<file path="src/rtl/water_supply_arbiter.sv">
// Round-robin arbiter for one shared water inlet feeding four machines.
// A grant runs until fill success, request abort or timeout; a settle gap follows each release.
module water_supply_arbiter #(
    parameter logic [15:0] MAX_FILL_CYCLES = 16'd5000,
    parameter logic [3:0]  SETTLE_CYCLES   = 4'd2
) (
    input  logic       clk,
    input  logic       reset,
    input  logic [3:0] fill_req,
    input  logic [3:0] filled,
    input  logic [3:0] fault_clr,
    output logic [3:0] grant,
    output logic       valve_on,
    output logic [3:0] fill_ok,
    output logic [3:0] fault,
    output logic       busy
);

    typedef enum logic [1:0] {
        ST_IDLE   = 2'd0,
        ST_FILL   = 2'd1,
        ST_SETTLE = 2'd2
    } state_t;

    state_t      state_r, state_s;
    logic [1:0]  rr_ptr_r, rr_ptr_s;
    logic [1:0]  gidx_r, gidx_s;
    logic [15:0] fill_timer_r, fill_timer_s;
    logic [3:0]  settle_cnt_r, settle_cnt_s;
    logic [3:0]  eligible_s;
    logic [2:0]  pick_s;
    logic        pick_valid_s;
    logic [1:0]  pick_idx_s;
    logic        done_ok_s, done_abort_s, done_tmo_s, fill_exit_s;
    logic        settle_done_s;
    logic [3:0]  grant_s, fill_ok_s, fault_s;
    logic        valve_on_s, busy_s;

    // Lowest offset from ptr wins; the descending loop lets that candidate overwrite the others.
    function automatic logic [2:0] rr_pick(input logic [3:0] elig, input logic [1:0] ptr);
        logic [2:0] res;
        logic [1:0] idx;
        res = 3'b000;
        for (int i = 3; i >= 0; i--) begin
            idx = ptr + i[1:0];
            if (elig[idx]) begin
                res = {1'b1, idx};
            end else begin
                res = res;
            end
        end
        return res;
    endfunction

    assign eligible_s    = fill_req & ~fault;
    assign pick_s        = rr_pick(eligible_s, rr_ptr_r);
    assign pick_valid_s  = pick_s[2];
    assign pick_idx_s    = pick_s[1:0];
    assign done_ok_s     = filled[gidx_r];
    assign done_abort_s  = ~fill_req[gidx_r];
    assign done_tmo_s    = (fill_timer_r == (MAX_FILL_CYCLES - 16'd1));
    assign fill_exit_s   = done_ok_s | done_abort_s | done_tmo_s;
    assign settle_done_s = (SETTLE_CYCLES == 4'd0) || (settle_cnt_r == (SETTLE_CYCLES - 4'd1));

    // State register.
    always_ff @(posedge clk or negedge reset) begin
        if (!reset) begin
            state_r <= ST_IDLE;
        end else begin
            state_r <= state_s;
        end
    end

    // Next-state decision.
    always_comb begin
        state_s = state_r;
        case (state_r)
            ST_IDLE: begin
                if (pick_valid_s) begin
                    state_s = ST_FILL;
                end else begin
                    state_s = ST_IDLE;
                end
            end
            ST_FILL: begin
                if (fill_exit_s) begin
                    state_s = ST_SETTLE;
                end else begin
                    state_s = ST_FILL;
                end
            end
            ST_SETTLE: begin
                if (settle_done_s) begin
                    state_s = ST_IDLE;
                end else begin
                    state_s = ST_SETTLE;
                end
            end
            default: state_s = ST_IDLE;
        endcase
    end

    // Next values of the datapath and of every registered output.
    always_comb begin
        rr_ptr_s     = rr_ptr_r;
        gidx_s       = gidx_r;
        fill_timer_s = fill_timer_r;
        settle_cnt_s = settle_cnt_r;
        grant_s      = 4'b0000;
        valve_on_s   = 1'b0;
        fill_ok_s    = 4'b0000;
        fault_s      = fault & ~fault_clr;
        busy_s       = (state_s != ST_IDLE);
        case (state_r)
            ST_IDLE: begin
                if (pick_valid_s) begin
                    gidx_s       = pick_idx_s;
                    grant_s      = 4'b0001 << pick_idx_s;
                    valve_on_s   = 1'b1;
                    fill_timer_s = 16'd0;
                end else begin
                    gidx_s = gidx_r;
                end
            end
            ST_FILL: begin
                if (fill_exit_s) begin
                    rr_ptr_s          = gidx_r + 2'd1;
                    settle_cnt_s      = 4'd0;
                    fill_ok_s[gidx_r] = done_ok_s;
                    // Timeout is the lowest-priority exit; it also beats a same-cycle clear.
                    if (!done_ok_s && !done_abort_s) begin
                        fault_s[gidx_r] = 1'b1;
                    end else begin
                        fault_s[gidx_r] = fault_s[gidx_r];
                    end
                end else begin
                    grant_s    = grant;
                    valve_on_s = 1'b1;
                    if (fill_timer_r != 16'hFFFF) begin
                        fill_timer_s = fill_timer_r + 16'd1;
                    end else begin
                        fill_timer_s = fill_timer_r;
                    end
                end
            end
            ST_SETTLE: begin
                if (settle_done_s) begin
                    settle_cnt_s = 4'd0;
                end else begin
                    settle_cnt_s = settle_cnt_r + 4'd1;
                end
            end
            default: begin
                grant_s = 4'b0000;
            end
        endcase
    end

    // Datapath and output registers; reset closes the valve without waiting for a clock.
    always_ff @(posedge clk or negedge reset) begin
        if (!reset) begin
            rr_ptr_r     <= 2'd0;
            gidx_r       <= 2'd0;
            fill_timer_r <= 16'd0;
            settle_cnt_r <= 4'd0;
            grant        <= 4'b0000;
            valve_on     <= 1'b0;
            fill_ok      <= 4'b0000;
            fault        <= 4'b0000;
            busy         <= 1'b0;
        end else begin
            rr_ptr_r     <= rr_ptr_s;
            gidx_r       <= gidx_s;
            fill_timer_r <= fill_timer_s;
            settle_cnt_r <= settle_cnt_s;
            grant        <= grant_s;
            valve_on     <= valve_on_s;
            fill_ok      <= fill_ok_s;
            fault        <= fault_s;
            busy         <= busy_s;
        end
    end

endmodule

</file>
<file path="config.mk">
export PLATFORM = sky130hd
export DESIGN_NAME = water_supply_arbiter
export DESIGN_NICKNAME = d
export VERILOG_FILES = /design/src/rtl/water_supply_arbiter.sv
export SDC_FILE = /design/constraint.sdc
export NUM_CORES = 1
export LEC_CHECK = 0
export CORE_ASPECT_RATIO = 1.2
export CORE_MARGIN = 2
export CORE_UTILIZATION = 44
export CTS_CLUSTER_DIAMETER = 50
export DETAILED_ROUTE_END_ITERATION = 12
export PLACE_DENSITY = 0.68
export SYNTH_ARGS = -nofsm -noshare
export SYNTH_HDL_FRONTEND = slang
export SYNTH_SLANG_ARGS = --single-unit
</file>
<file path="constraint.sdc">
create_clock -name clk -period 6 [get_ports clk]
set_input_delay 1.5 -clock clk [delete_from_list [all_inputs] [get_ports clk]]
set_output_delay 1.5 -clock clk [all_outputs]
set_load 0.03 [all_outputs]
</file>
==> results of run 1 <==
==> per-stage QoR <==
step | std cells | instance area (um^2) | hold slack (ns) | util [%]
after floorplan | 222 | 2180 | 0.458 | -
after global placement | 299 | 2470 | 0.473 | 50.7
after detailed placement | 299 | 2470 | 0.479 | 50.7
after CTS | 306 | 2600 | 0.496 | 53.3
after global routing | 306 | 2600 | 0.524 | 53.3
final | 306 | 2600 | 0.493 | 53.3
==> path summary, 6_finish.rpt <==
| path | from | slack, ns | cells past startpoint | to |
|---|---|---|---|---|
| worst min-delay path | fill_timer_r[0] | 0.49 | 1 | fill_timer_r[0] |
| max in group asynchronous | reset | 4.14 | 1 | fault[2] |
| worst max register to register | fill_timer_r[5] | 3.47 | 4 | rr_ptr_r[0] |
| min in group asynchronous | reset | 1.32 | 1 | fault[0] |
| worst max-delay path | fill_req[1] | 2.46 | 5 | rr_ptr_r[0] |
| worst min register to register | fill_timer_r[0] | 0.49 | 1 | fill_timer_r[0] |
==> routing by layer <==
layer	share of wire [%]	track usage [%]	up-vias	wire length, um
met5	0	0	-	0
met4	2.0	6.80	0	99
met3	4.1	4.02	11	200
met2	49	33.9	52	2370
met1	45	25.9	867	2170
li1	-	-	877	-
==> sequential cells by signal (all words and copies together) (netlist names) <==
signal,flops
settle_cnt_r,4
state_r,2
valve_on,1
fault,4
rr_ptr_r,2
busy,1
gidx_r,2
fill_timer_r,16
fill_ok,4
grant,4
==> where the power goes <==
part,internal [uW],switching (uW),leakage [uW]
combinational,178,296,0.000498
clock,164,93.5,0.0000642
sequential,334,60.8,0.000537
total,676,451,0.00110
==> cell usage in the layout, fill, tap and decap left out, types with 8 or more instances in the layout <==
cell type | Yosys | final
a21oi_1 | 24 | 24
and3_1 | 11 | 11
clkdlybuf4s50_1 | 0 | 26
dfrtp_1 | 40 | 40
nand2_1 | 19 | 19
nand4_1 | 10 | 10
nor2b_1 | 8 | 8
o21ai_0 | 16 | 16
or3_1 | 8 | 8
==> cells by family (layout without fill, tap and decap cells) <==
group / Yosys count / after routing / share of synthesized area, %
buffers and inverters: 16 / 40 / 3.61
AO/OA/AOI/OAI: 62 / 62 / 17.2
AND/OR/NAND/NOR: 93 / 93 / 25.6
adder cells (fa/ha/maj): 7 / 7 / 4.01
flip-flops: 40 / 40 / 45.8
multiplexers: 4 / 4 / 3.78
==> layout make-up <==
| class | instances | area [um^2] | area share, % |
|---|---|---|---|
| Clock buffer | 5 | 68.8 | 2.65 |
| Clock inverter | 2 | 60.1 | 2.31 |
| Inverter | 6 | 22.5 | 0.867 |
| Multi-Input combinational cell | 166 | 1100 | 42.5 |
| Sequential cell | 40 | 1000 | 38.5 |
| Tap cell | 60 | 75.1 | 2.89 |
| Timing Repair Buffer | 27 | 265 | 10.2 |
==> worst register-to-register path, cell delays in order, from the launching register on <==
cell,delay (ns)
dfrtp_1,0.45
nor4b_1,0.38
nand4_1,0.40
a21oi_1,0.79
mux2_2,0.41
==> impl_metrics.ini, run 1 <==
[routing]
detail-route-antenna-nets = 0
wl_um = 4840
total_vias_in_the_final_route = 1807
detailedRoute.firstIterationViolations = 157
post-route-drc-count = 0
dr_pass1_iterations = 4
wl_per_cell_um = 15.8
vias_per_cell = 5.91

[grt]
grt_pass1_wl_um = 8320
grt_pass1_vias = 1771
gr-usage-all-layers_pct = 20.3
grt_max_degree = 41
gr-total-overflow = 0
antenna_found_initial = 0

[clock_network]
cts_tree = built
root_buffer = clkbuf_8
post_cts_resize_count = 0
clkSinkCount = 40
clock_insertion_delay_worst_skew_ns = 0.29
deepest_clock_path_buffer_count = 2
cts_post_setup_buffers_inserted = 0
path_clk_slew_ns = 0.08
hold_buffers = 0
ctsHtreeMaxLevel = 2
numCtsBuffers = 5

[yosys]
synth_seq_cells = 40
synthFlopType = dfrtp_1
synth_top_cells_by_area = dfrtp_1, a21oi_1, ha_1
post_synth_instance_area_um2 = 2180
synth.most_common_cell = dfrtp_1
async_sr_flop_fraction_pct = 100
synth_top_cell_by_area = dfrtp_1
syn_area_per_cell_um2 = 9.84
synth_cell_types = 40
synth_nets = 243
syn_inst = 222
yosysTopAreaCellShare_pct = 45.8
yosysWarningCount = 0
synth_commonest_cells = dfrtp_1, a21oi_1, nand2_1
synth-edff-count = 0
synth.yosys.seq_area_share_pct = 45.8

[placed_design]
hpwlAfterDp_um = 3490
placement.setup.worst_slack_ns = 2.15
numPortBuffers = 27
finalWeightedCongestion = 0.919

[layout]
design.final.nets = 267
layout-drive-gt1-share_pct = 5.69
fill_cell_count = 445
diodes = 0
area.growth.synth_to_final_pct = 18.9

[timing]
rsz0062_at_grt = false
finalWorstSetupSlack_ns = 2.46
post-route-min-period_ns = 3.54
worst_clock_skew_ns = 0.00573
finalSetupTns_ns = 0
final-hold-violation-count = 0
max_slew_violation_total_from_the_final_report = 0
timing.max_slew.rel_slack_pct = 42.5
setup_violating_endpoint_count_in_the_final_report = 0
timing.final.crit_share_pct = 58.9
fmax_ghz = 0.283
worstMarginPinSlew_ns = 0.863

[floorplanning]
die_w_um = 68.3
coreArea_um2 = 4870
initial_core_util_pct = 44.9
io_pins = 28
floorplan.rows = 28
die_area_um2 = 5550
floorplan.die.height_um = 81.2

[hold_path]
hold_path_class = flip-flop to flip-flop

[outcome]
run_status = completed

[critical_path]
setup_crit_start_kind = primary input
cpPeakStageDelay_ns = 0.65
setup.worst_path.class = primary input to flip-flop
end_kind = flip-flop
timing.critical_path.cells = clkdlybuf4s50_1, mux4_1, nor2b_2, a21oi_1, mux2_2
worst-endpoint-arrival_ns = 3.72
maximum_fanout_count_along_the_critical_path = 12
cp.required_ns = 6.19
critical-path-slowest-cell = a21oi_1
path_buf_inv = 1
critPathTopFamily = multiplexers

[pwr]
power.static_leakage_uw = 0.00110
p_per_area_nw_per_um2 = 434
vdd_ir_drop_max_v = 0.000253
report.power.total_uw = 1130

[flow_run]
cap_viol_max_count = 0
Note: power is estimated with default switching activity, not from simulation.
==> inputs of run 2 (changes only) <==
==> constraint.sdc (replaced) <==
create_clock -name clk -period 3.37 [get_ports clk]
set_input_delay 0.8425 -clock clk [delete_from_list [all_inputs] [get_ports clk]]
set_output_delay 0.8425 -clock clk [all_outputs]
set_load 0.03 [all_outputs]
==> run 2 against run 1 <==
Critical path depth rose by 1. Register-to-register slack got worse by 2.5 ns. Hold slack improved by 0.0040 ns. Routed wire length rose by 3.7%. Non-clock buffer count rose by 2. Largest cell class unchanged. Combinational power rose by 83%. Worst setup slack got worse by 1.9 ns. Count of clock-buffer cells in the layout did not move. First-iteration DRC count fell by 45%. Critical endpoint is now fill_timer_r[8]. Sequential power rose by 78%. Power rose by 81%.
==> impl_metrics.ini, run 2 (synthesized netlist as in run 1, its figures left out) <==
[outcome]
run_status = completed

[timing]
setup_violating_endpoint_count_in_the_final_report = 0
timing.final.crit_share_pct = 82.0
max_slew_violation_total_from_the_final_report = 0
finalSetupTns_ns = 0
final-hold-violation-count = 0
rsz0062_at_grt = false
worst_clock_skew_ns = 0.00823
fmax_ghz = 0.362
timing.max_slew.rel_slack_pct = 41.5
worstMarginPinSlew_ns = 0.878
post-route-min-period_ns = 2.76

[clock_network]
path_clk_slew_ns = 0.08
clkSinkCount = 40
numCtsBuffers = 5
clock_insertion_delay_worst_skew_ns = 0.30
hold_buffers = 0
cts_tree = built
deepest_clock_path_buffer_count = 2
post_cts_resize_count = 0
cts_post_setup_buffers_inserted = 0
ctsHtreeMaxLevel = 2
root_buffer = clkbuf_8

[routing]
wl_um = 5020
detailedRoute.firstIterationViolations = 86
dr_pass1_iterations = 4
detail-route-antenna-nets = 0
post-route-drc-count = 0
vias_per_cell = 6.05
wl_per_cell_um = 16.3
total_vias_in_the_final_route = 1862

[critical_path]
end_kind = flip-flop
cpPeakStageDelay_ns = 0.50
setup.worst_path.class = primary input to flip-flop
critPathTopFamily = simple AND/OR/NAND/NOR gates
timing.critical_path.cells = clkdlybuf4s50_1, mux4_2, nor2b_2, nand3_4, or4_1, a21oi_1
worst-endpoint-arrival_ns = 2.98
cp.required_ns = 3.59
maximum_fanout_count_along_the_critical_path = 19
critical-path-slowest-cell = mux4_2
regToRegSetupSlack_ns = 0.97
path_buf_inv = 1
setup_crit_start_kind = primary input

[pwr]
power.combinational.fraction_pct = 42.7
netSwitchingFraction_pct = 40.1
vdd_ir_drop_max_v = 0.000380
power.static_leakage_uw = 0.00111
p_per_area_nw_per_um2 = 779
power.sequential.fraction_pct = 34.5
cellInternalPower_uw = 1220
total_switching_power_uw = 815
report.power.total_uw = 2030
power.share.clock_pct = 22.8

[floorplanning]
floorplan.die.height_um = 81.2
floorplan.rows = 28
initial_core_util_pct = 44.9
coreArea_um2 = 4870
io_pins = 28
die_w_um = 68.3
die_area_um2 = 5550

[layout]
area.growth.synth_to_final_pct = 19.6
largest_register_ff_count = 16
seq_area_um2 = 1000
multi_input_area_um2 = 1100
most-common-layout-cells = dfrtp_1, clkdlybuf4s50_1, a21oi_1
diodes = 0
design.final.nets = 269
fill_cell_count = 443
layout-drive-gt1-share_pct = 6.45
mostFrequentLayoutCell = dfrtp_1
max_flop_register = fill_timer_r

[grt]
grt_max_degree = 41
gr-total-overflow = 0
grt_pass1_wl_um = 8690
antenna_found_initial = 0
gr-usage-all-layers_pct = 20.8
grt_pass1_vias = 1847

[placed_design]
hpwlAfterDp_um = 3580
numPortBuffers = 27
finalWeightedCongestion = 0.917

[flow_run]
cap_viol_max_count = 0

[hold_path]
hold_path_class = flip-flop to flip-flop
[run 2: worst register-to-register path, stage by stage, from the launching register on]
cell and delay (ns):
dfrtp_1 0.50, mux4_2 0.59, nor2b_2 0.36, nand3_4 0.26
or4_1 0.46, a21oi_1 0.15
[run 2: power by group through the flow]
stage | sequential [uW] | clock, uW | combinational [uW]
finish | 702 | 463 | 869
detailed placement | 709 | 0 | 874
floorplan | 791 | 0 | 516
CTS | 701 | 470 | 877
global route | 721 | 490 | 966
global placement | 709 | 0 | 862
[run 2: through the flow]
stage	util [%]	instances	area (um^2)	worst slack [ns]	hold slack (ns)
6_report	53.6	308	2610	0.606	0.497
5_1_grt	53.6	308	2610	0.439	0.528
2_1_floorplan	-	222	2180	1.05	0.458
3_5_place_dp	51.0	301	2480	0.301	0.482
4_1_cts	53.6	308	2610	0.608	0.501
3_3_place_gp	51.0	301	2480	0.384	0.473
[run 2: layer usage]
| metal | global-route usage [%] | share of wire [%] |
|---|---|---|
| met5 | 0 | 0 |
| met4 | 7.20 | 1.6 |
| met3 | 4.57 | 3.9 |
| met2 | 34.5 | 51 |
| met1 | 26.4 | 44 |
[run 2: path summary, 6_finish.rpt]
check,from,cells past startpoint,endpoint
worst max-delay path,filled[0],6,fill_timer_r[8]
worst min-delay path,grant[2],2,grant[2]
worst max register to register,gidx_r[0],5,fill_timer_r[8]
worst min register to register,grant[2],2,grant[2]
max in group asynchronous,reset,1,fill_timer_r[7]
min in group asynchronous,reset,1,state_r[0]
[run 2: layout make-up]
type | count | share of cell area, %
multi-input cells | 166 | 42.3
flip-flops and latches | 40 | 38.3
repair buffers | 29 | 10.7
well taps | 60 | 2.87
clock buffers | 5 | 2.63
clock inverters | 2 | 2.30
inverters | 6 | 0.862
==> inputs of run 3 (changes only) <==
--- a/config.mk
+++ b/config.mk
@@ -10,7 +10,7 @@
 export CORE_UTILIZATION = 44
 export CTS_CLUSTER_DIAMETER = 50
 export DETAILED_ROUTE_END_ITERATION = 12
-export PLACE_DENSITY = 0.68
+export PLACE_DENSITY = 0.7
 export SYNTH_ARGS = -nofsm -noshare
 export SYNTH_HDL_FRONTEND = slang
 export SYNTH_SLANG_ARGS = --single-unit
==> constraint.sdc (replaced) <==
create_clock -name clk -period 2.4 [get_ports clk]
set_input_delay 0.6 -clock clk [delete_from_list [all_inputs] [get_ports clk]]
set_output_delay 0.6 -clock clk [all_outputs]
set_load 0.03 [all_outputs]
==> run 3 against run 2 <==
Via count up 1.4%. Final cell count up 4.5%. Count of clock-buffer cells in the layout unchanged. Clock power up 20%. Non-clock buffer count up 13. Cell area up 3.7%. Register-to-register slack worse by 0.70 ns. Critical path depth up 2. First-iteration DRC count up 28%.
==> impl_metrics.ini, run 3 (synthesized netlist as in run 1, its figures left out) <==
[pwr]
cellInternalPower_uw = 1700
power.combinational.fraction_pct = 46.3
netSwitchingFraction_pct = 41.0
power.share.clock_pct = 19.3
report.power.total_uw = 2870
vdd_ir_drop_max_v = 0.000593
power.static_leakage_uw = 0.00117
power.sequential.fraction_pct = 34.4
p_per_area_nw_per_um2 = 1060
total_switching_power_uw = 1180

[floorplanning]
initial_core_util_pct = 44.9
floorplan.rows = 28
io_pins = 28
die_w_um = 68.3
coreArea_um2 = 4870
die_area_um2 = 5550
floorplan.die.height_um = 81.2

[routing]
vias_per_cell = 5.86
dr_pass1_iterations = 4
detailedRoute.firstIterationViolations = 110
post-route-drc-count = 0
detail-route-antenna-nets = 0
total_vias_in_the_final_route = 1888
wl_um = 5020
wl_per_cell_um = 15.6

[critical_path]
rr_worst_depth = 7
r2r_start = gidx_r[0]
maximum_fanout_count_along_the_critical_path = 13
r2r_end = fill_timer_r[3]
end_kind = flip-flop
cpPeakStageDelay_ns = 0.48
critPathTopFamily = buffers and inverters
worst-endpoint-arrival_ns = 2.47
setup.worst_path.class = primary input to flip-flop
cp.required_ns = 2.59
regToRegSetupSlack_ns = 0.27
critical-path-slowest-cell = mux4_1
cp_common_cell = buf_4
timing.critical_path.cells = clkdlybuf4s50_1, mux4_1, nor2b_2, buf_4, nand3_4, buf_4, nor4b_1, a211o_1
path_buf_inv = 3
setup_crit_start_kind = primary input

[layout]
max_flop_register = fill_timer_r
area.growth.synth_to_final_pct = 24.0
fill_cell_count = 429
design.final.nets = 282
layout-drive-gt1-share_pct = 11.8
mostFrequentLayoutCell = dfrtp_1
most-common-layout-cells = dfrtp_1, clkdlybuf4s50_1, a21oi_1
layout.core_utilization_pct = 55.6
largest_register_ff_count = 16
diodes = 0
finalNonFillerCells = 322

[clock_network]
numCtsBuffers = 5
deepest_clock_path_buffer_count = 2
hold_buffers = 0
cts_tree = built
root_buffer = clkbuf_8
ctsHtreeMaxLevel = 2
cts_post_setup_buffers_inserted = 0
path_clk_slew_ns = 0.08
post_cts_resize_count = 0
clock_insertion_delay_worst_skew_ns = 0.30
clkSinkCount = 40

[timing]
worstMarginPinSlew_ns = 0.481
final-hold-violation-count = 0
hold-worst-slack_ns = 0.246
setup_violating_endpoint_count_in_the_final_report = 0
max_slew_violation_total_from_the_final_report = 0
worst_clock_skew_ns = 0.00212
rsz0062_at_grt = false
post-route-min-period_ns = 2.28
finalSetupTns_ns = 0
fmax_ghz = 0.438
timing.final.crit_share_pct = 95.1
timing.max_slew.rel_slack_pct = 67.8

[hold_path]
hold_path_class = primary input to async pin

[placed_design]
place.detailed.instances = 314
finalWeightedCongestion = 0.895
hpwlAfterDp_um = 3670
numPortBuffers = 27

[grt]
grt_pass1_vias = 1836
gr-usage-all-layers_pct = 20.5
grt_max_degree = 41
gr-total-overflow = 0
antenna_found_initial = 0
grt_pass1_wl_um = 8460

[outcome]
run_status = completed

[flow_run]
cap_viol_max_count = 0
-- run 3: stage by stage --
step	setup slack (ns)	area, um^2
after floorplan	0.322	2180
after global placement	-0.181	2590
after detailed placement	-0.257	2590
after CTS	0.0651	2710
after global routing	0.0137	2710
final	0.118	2710
-- run 3: metal layers --
metal | track usage (%) | part of all wire, % | vias up
met5 | 0 | 0 | -
met4 | 8.80 | 2.3 | 0
met3 | 4.57 | 3.8 | 11
met2 | 34.3 | 51 | 48
met1 | 25.2 | 43 | 917
li1 | - | - | 912
-- run 3: worst max path at each step --
stage,endpoint,cells after the start,slack [ns],from
after floorplan,fill_timer_r[10],7,0.32,filled[3]
after global placement,settle_cnt_r[3],8,-0.18,fill_req[3]
after detailed placement,settle_cnt_r[3],8,-0.26,fill_req[3]
after CTS,settle_cnt_r[3],8,0.07,fill_req[3]
after global routing,fill_timer_r[3],8,0.01,filled[3]
final,fill_timer_r[3],8,0.12,fill_req[3]
-- run 3: power by group through the flow --
stage               sequential, uW  combinational [uW]  clock, uW
global placement               996                1310          0
finish                         987                1330        555
CTS                            988                1330        567
floorplan                     1110                 725          0
global route                  1020                1450        596
detailed placement             997                1320          0
-- run 3: final cells by class --
| cell class | count | area (um^2) | area share (%) |
|---|---|---|---|
| clock buffers | 5 | 68.8 | 2.54 |
| clock inverters | 3 | 42.5 | 1.57 |
| inverters | 6 | 22.5 | 0.831 |
| multi-input cells | 166 | 1110 | 40.9 |
| flip-flops and latches | 40 | 1000 | 37.0 |
| well taps | 60 | 75.1 | 2.77 |
| repair buffers | 42 | 390 | 14.4 |
